$ cat src/rtl/serial_pkg.sv
// Shared definitions for the serial transmitter: FSM encodings and parity modes.
package serial_pkg;

  typedef enum logic [1:0] {
    ST_IDLE  = 2'b00,
    ST_SHIFT = 2'b01,
    ST_PAR   = 2'b10,
    ST_DONE  = 2'b11
  } state_e;

  localparam int PAR_NONE = 0;
  localparam int PAR_EVEN = 1;

endpackage

$ cat src/rtl/serial_tx_piso_shreg.sv
// Parallel-in serial-out shift register; dout is the current head bit.
module piso_shreg #(
  parameter int WIDTH     = 8,
  parameter int MSB_FIRST = 1
) (
  input  logic             clk,
  input  logic             rst,
  input  logic             load,
  input  logic             shift,
  input  logic [WIDTH-1:0] din,
  output logic             dout
);

  logic [WIDTH-1:0] sreg_q, sreg_d;

  always_comb begin
    sreg_d = sreg_q;
    if (load) begin
      sreg_d = din;
    end else if (shift) begin
      if (MSB_FIRST != 0) sreg_d = {sreg_q[WIDTH-2:0], 1'b0};
      else                sreg_d = {1'b0, sreg_q[WIDTH-1:1]};
    end
  end

  always_ff @(posedge clk or posedge rst) begin
    if (rst) sreg_q <= '0;
    else     sreg_q <= sreg_d;
  end

  assign dout = (MSB_FIRST != 0) ? sreg_q[WIDTH-1] : sreg_q[0];

endmodule

$ cat src/rtl/serial_tx.sv
// Serial bit-stream transmitter: loads a word on start, shifts it out on x one
// bit per clock with optional even parity, then pulses done.
//
// state | meaning
// IDLE  | waiting for start, outputs low
// SHIFT | data bits on x, counter counts remaining bits
// PAR   | parity bit on x
// DONE  | one-cycle done pulse; start here begins the next frame
module serial_tx
  import serial_pkg::*;
#(
  parameter int WIDTH     = 8,
  parameter int MSB_FIRST = 1,
  parameter int PARITY    = PAR_NONE
) (
  input  logic             clk,
  input  logic             rst,
  input  logic             start,
  input  logic [WIDTH-1:0] data,
  output logic             x,
  output logic             x_valid,
  output logic             busy,
  output logic             done
);

  localparam int CW = $clog2(WIDTH);
  localparam logic [CW-1:0] CNT_INIT = CW'(WIDTH - 1);

  state_e          state_q, state_d;
  logic [CW-1:0]   cnt_q, cnt_d;
  logic            par_q, par_d;
  logic            x_q, x_d;
  logic            x_valid_q, x_valid_d;
  logic            busy_q, busy_d;
  logic            done_q, done_d;

  logic             load, shift, shreg_dout, data_head;
  logic [WIDTH-1:0] din_adv;

  // The head bit goes straight into x_q on the load edge, so the shift
  // register is loaded one position advanced; its dout is then the next bit.
  always_comb begin
    if (MSB_FIRST != 0) begin
      data_head = data[WIDTH-1];
      din_adv   = {data[WIDTH-2:0], 1'b0};
    end else begin
      data_head = data[0];
      din_adv   = {1'b0, data[WIDTH-1:1]};
    end
  end

  piso_shreg #(
    .WIDTH     (WIDTH),
    .MSB_FIRST (MSB_FIRST)
  ) u_shreg (
    .clk   (clk),
    .rst   (rst),
    .load  (load),
    .shift (shift),
    .din   (din_adv),
    .dout  (shreg_dout)
  );

  always_comb begin
    state_d   = state_q;
    cnt_d     = cnt_q;
    par_d     = par_q;
    load      = 1'b0;
    shift     = 1'b0;
    x_d       = 1'b0;
    x_valid_d = 1'b0;
    busy_d    = 1'b0;
    done_d    = 1'b0;

    case (state_q)
      ST_IDLE, ST_DONE: begin
        if (start) begin
          load      = 1'b1;
          state_d   = ST_SHIFT;
          cnt_d     = CNT_INIT;
          par_d     = ^data;
          x_d       = data_head;
          x_valid_d = 1'b1;
          busy_d    = 1'b1;
        end else begin
          state_d = ST_IDLE;
        end
      end
      ST_SHIFT: begin
        if (cnt_q != '0) begin
          shift     = 1'b1;
          cnt_d     = cnt_q - CW'(1);
          x_d       = shreg_dout;
          x_valid_d = 1'b1;
          busy_d    = 1'b1;
        end else if (PARITY == PAR_EVEN) begin
          state_d   = ST_PAR;
          x_d       = par_q;
          x_valid_d = 1'b1;
          busy_d    = 1'b1;
        end else begin
          state_d = ST_DONE;
          done_d  = 1'b1;
        end
      end
      ST_PAR: begin
        state_d = ST_DONE;
        done_d  = 1'b1;
      end
      default: state_d = ST_IDLE;
    endcase
  end

  always_ff @(posedge clk or posedge rst) begin
    if (rst) begin
      state_q   <= ST_IDLE;
      cnt_q     <= '0;
      par_q     <= 1'b0;
      x_q       <= 1'b0;
      x_valid_q <= 1'b0;
      busy_q    <= 1'b0;
      done_q    <= 1'b0;
    end else begin
      state_q   <= state_d;
      cnt_q     <= cnt_d;
      par_q     <= par_d;
      x_q       <= x_d;
      x_valid_q <= x_valid_d;
      busy_q    <= busy_d;
      done_q    <= done_d;
    end
  end

  assign x       = x_q;
  assign x_valid = x_valid_q;
  assign busy    = busy_q;
  assign done    = done_q;

endmodule

$ cat config.mk
export PLATFORM = sky130hd
export DESIGN_NAME = serial_tx
export DESIGN_NICKNAME = d
export VERILOG_FILES = /design/src/rtl/serial_pkg.sv /design/src/rtl/serial_tx_piso_shreg.sv /design/src/rtl/serial_tx.sv
export SDC_FILE = /design/constraint.sdc
export NUM_CORES = 1
export LEC_CHECK = 0
export ABC_AREA = 1
export CAP_MARGIN = 5
export CORE_MARGIN = 2
export CORE_UTILIZATION = 25
export DETAILED_ROUTE_END_ITERATION = 8
export GPL_ROUTABILITY_DRIVEN = 0
export GPL_TIMING_DRIVEN = 0
export PLACE_DENSITY = 0.48
export SLEW_MARGIN = 20
export SYNTH_ARGS = -nofsm -noshare
export SYNTH_HDL_FRONTEND = slang
export SYNTH_SLANG_ARGS = --single-unit
$ cat constraint.sdc
create_clock -name clk -period 1.55 [get_ports clk]
set_input_delay 0.155 -clock clk [delete_from_list [all_inputs] [get_ports clk]]
set_output_delay 0.155 -clock clk [all_outputs]
set_load 0.02 [all_outputs]
* Yosys cells after proc, flatten, opt, wreduce, memory -nomap -nowiden
Cells that the tools add are included.
** Word-level totals
- Input port bits :: 11
- Register bits :: 16
- Output and inout port bits :: 4
** Operators by class
- Muxes and demuxes :: 18
- Reduce and logical (&&, ||, !) cells :: 6
- Add/sub/neg operators :: 1
- Equality and inequality tests :: 6
** Operator list (count)
- 8-bit two-way mux :: 2
- 1-bit two-way mux :: 8
- 3-bit two-way mux :: 2
- 2-bit != test (second input constant) :: 3
- 1-bit one-hot mux with 2 select lines :: 3
- 2-bit one-hot mux with 3 select lines :: 1
- 3-bit one-hot mux with 2 select lines :: 1
- 2-bit == test (second input constant) :: 2
- 2-bit nonzero test :: 2
- 3-bit AND reduction :: 1
- 3-bit nonzero test :: 1
- 3-bit by 1-bit subtractor with 3-bit output (second input constant) :: 1
- 2-bit by 1-bit == test with 1-bit output (second input constant) :: 1
- 2-bit logical NOT :: 1
- 2-bit two-way mux :: 1
- 2-bit OR reduction :: 1

* Logic depth before layout (Yosys ltp)
- Depth after elaboration :: 5
- Depth in mapped cells :: 8
- Gate-level depth less buffers :: 8

* Hierarchy
From an unflattened synthesis, not the netlist that was laid out.
** Second synthesis, totals
- Cells, all modules :: 103
- Area, all modules :: 840.8 um^2
** By module, submodules not included
- serial_tx :: times used 1, area an instance 460.4 um^2, cells an instance 59
- piso_shreg :: times used 1, area an instance 380.4 um^2, cells an instance 44

* Least setup slack after synthesis
No wires, ideal clock.
- Kind :: flip-flop to flip-flop
- Start :: register state_q[0]
- End :: register u_shreg.sreg_q[2]
- Path buffers :: 0
- Period minus slack after synthesis :: 1.274 ns
- Arrival time :: 1.209 ns
- Setup slack :: 0.276 ns
- Stages on the path, launching flop included :: 8
- Library setup time :: 0.065 ns
- Path through :: dfrtp_1 -> inv_1 -> ha_1 -> nand2_4 -> inv_8 -> a21oi_4 -> nand2_1 -> nand2_1
** On the way
- Longest elaborated chain between the ends :: 4
- Elaborated cells on any way between the ends :: 8
- Classes of those cells :: eq/ne (2); mux (3); reduce/logical (3)
** RTL lines
- start: declaration :: line serial_tx.sv:29 : state_e state_q, state_d;
- start signal: assignment :: line serial_tx.sv:124 : state_q <= state_d;
- 2-bit == test or 2-bit logical NOT (tied branches) :: line serial_tx.sv:75 : case (state_q)
- 2-bit OR reduction :: line serial_tx.sv:75
- 1-bit two-way mux :: line serial_tx.sv:75
- 8-bit two-way mux or 2-bit nonzero test (tied branches)
- end signal: assignment :: line serial_tx_piso_shreg.sv:28 : else sreg_q <= sreg_d;
- end: declaration :: line serial_tx_piso_shreg.sv:14 : logic [WIDTH-1:0] sreg_q, sreg_d;
Several ways; a longest one is shown, not always the timed one.
A chain may end at the register's enable or synchronous reset.

==> results.ini <==
[floorplanning]
die_h_um = 61.2
pin_count = 15
die_area_mm2 = 0.00374
die_x_um = 61.2
start_util = 0.265
rows = 20
core_mm2 = 0.00308

[power_and_ir_drop]
ir_worst_vdd_uv = 492
p_leak_uw = 0.000560
p_total_uw = 2260
powerDensity_mw_per_mm2 = 2140

[drt]
wl_per_cell_um = 9.27
dr.pass1.iters = 3
vias = 666
antenna_left = 0
drt_iter0_markers = 10
wirelength_um = 1580
drc_errors = 0
viasPerCell = 3.92

[cells_and_area]
antenna_cells = 0
layout_commonest_cell = nand2_1
final_nets = 142
layout-drive-gt1-share = 0.143
syn2layout_area_growth_pct = 29.4
final_util = 0.343
final_cell_mix = 53 x nand2_1, 15 x dfrtp_1, 14 x clkdlybuf4s50_1

[clock_network]
holdBufCountCts = 0
max-clock-path-buffers = 2
cts_tree = built
cts_root_buf = clkbuf_4
path_clk_slew_ns = 0.10
insertion_delay_ns = 0.28
cts-buffers-inserted = 3
cts_sinks = 15
htree_levels = 1

[critical_path]
regToRegSetupSlack_ns = 0.15
timing.rr.end = u_shreg.sreg_q[4]$_DFFE_PP0P_
start_kind = register
worstPathArrival_ns = 1.32
critPathKind = register to output port
slowest_delay_ns = 0.58
rr_startpoint = state_q[0]$_DFFE_PP0P_
ff2ff_path_depth = 7
worstPathMaxFanout = 2
path_cells = buf_4 > clkdlybuf4s50_1
worstSetupEndpointType = output port
worstPathRequired_ns = 1.39
crit_slowest_cell = clkdlybuf4s50_1

[sta]
post-route-min-period_ns = 1.48
fmax_ghz = 0.677
fin_crit_sh = 0.952
hold_viol = 0
rsz0062_at_grt = no
worstMarginPinSlew_ns = 0.594
report.final.slew_viol_count = 0
holdWs_ns = 0.225
setup_tns_ns = 0
setup_viol = 0
max-slew-margin-rel = 0.604
skew_ns = 0.00593

[synthesis]
syn_area_um2 = 817
syn_area_per_cell_um2 = 7.71
syn_nets = 121
ys_types = 16
ys_ff_latch = 15
ys_seq_area_frac = 0.459
ys_warn_count = 0
synth_cells = 106

[grt]
grt_pass1_vias = 642
met1_usage = 0.125
grt_use_met2 = 0.163
grt_pass1_wl_um = 2740
met3_usage = 0.0189
grt_max_degree = 16
grt-busiest-layer = met2
track_usage = 0.100
grt-ovfl-total = 0
antenna_found_initial = 0

[job]
maxCapViolCount = 0

[hold_path]
hold_path.class = input pin to async pin

[placed_design]
portBuffers = 14
dp_hpwl_um = 1200

[status]
status = finished clean

[synthesized netlist by cell type (all sizes together)]
cell	instances	area (um2)
dfrtp	15	375
a21oi	3	30.0
o21ai	2	10.0
inv	12	52.6
nand3	7	40.0
buf	2	15.0
nor2	4	15.0
ha	4	50.1
nand2	57	229
[report_power, final]
part | switching, uW | internal [uW] | leakage [uW]
Sequential | 89.6 | 581 | 0.000186
Combinational | 818 | 548 | 0.000356
Clock | 129 | 95.7 | 0.0000177
[state kept, by name, indices dropped and copies added, names as in the netlist]
name and count:
cnt_q 3, u_shreg.sreg_q 7, done 1, state_q 2
x 1, busy 1
[worst max-delay path, delay by kind of cell, from the launching register on]
family | cells | cell delay (ns)
buffers and inverters | 2 | 0.68
flip-flops | 1 | 0.35
[how the worst max path moves through the flow]
stage	from	end	slack (ns)	cells past startpoint
after CTS	busy$_DFF_PP0_	x_valid	0.05	2
after global placement	state_q[0]$_DFFE_PP0P_	u_shreg.sreg_q[1]$_DFFE_PP0P_	0.12	7
after floorplan	state_q[0]$_DFFE_PP0P_	u_shreg.sreg_q[2]$_DFFE_PP0P_	0.28	7
final	busy$_DFF_PP0_	x_valid	0.07	2
after detailed placement	state_q[0]$_DFFE_PP0P_	u_shreg.sreg_q[4]$_DFFE_PP0P_	0.08	7
after global routing	busy$_DFF_PP0_	x_valid	0.009	2
[cell type report]
type | count | area [um2]
flip-flops and latches | 15 | 375
clock inverters | 1 | 5.00
fillers | 343 | 2020
inverters | 12 | 52.6
repair buffers | 16 | 155
plain buffers | 2 | 15.0
clock buffers | 3 | 22.5
multi-input cells | 77 | 377
well taps | 44 | 55.1
[stage by stage]
step	setup WS [ns]	instances	area [um2]
floorplan	0.276	106	817
detailed placement	0.0754	164	1010
finish	0.0739	170	1060
global route	0.00934	170	1060
CTS	0.0477	168	1040
global placement	0.119	164	1010
[per-layer routing]
metal | vias to the layer above | share of wire
li1 | 358 | -
met1 | 292 | 0.48
met2 | 14 | 0.46
met3 | 2 | 0.046
met4 | 0 | 0.011
met5 | - | 0
[timing repair]
item,in CTS,in global routing
resized for setup,0,1
buffers inserted,0,2
endpoints found under the setup margin,0,6
[cell families after synthesis]
group,after synthesis,share of synthesized area
simple gates,68,0.348
flops,15,0.459
buf+inv,14,0.0827
compound gates,5,0.0490
fa+ha+maj,4,0.0613
(Power assumes the default switching activity.)
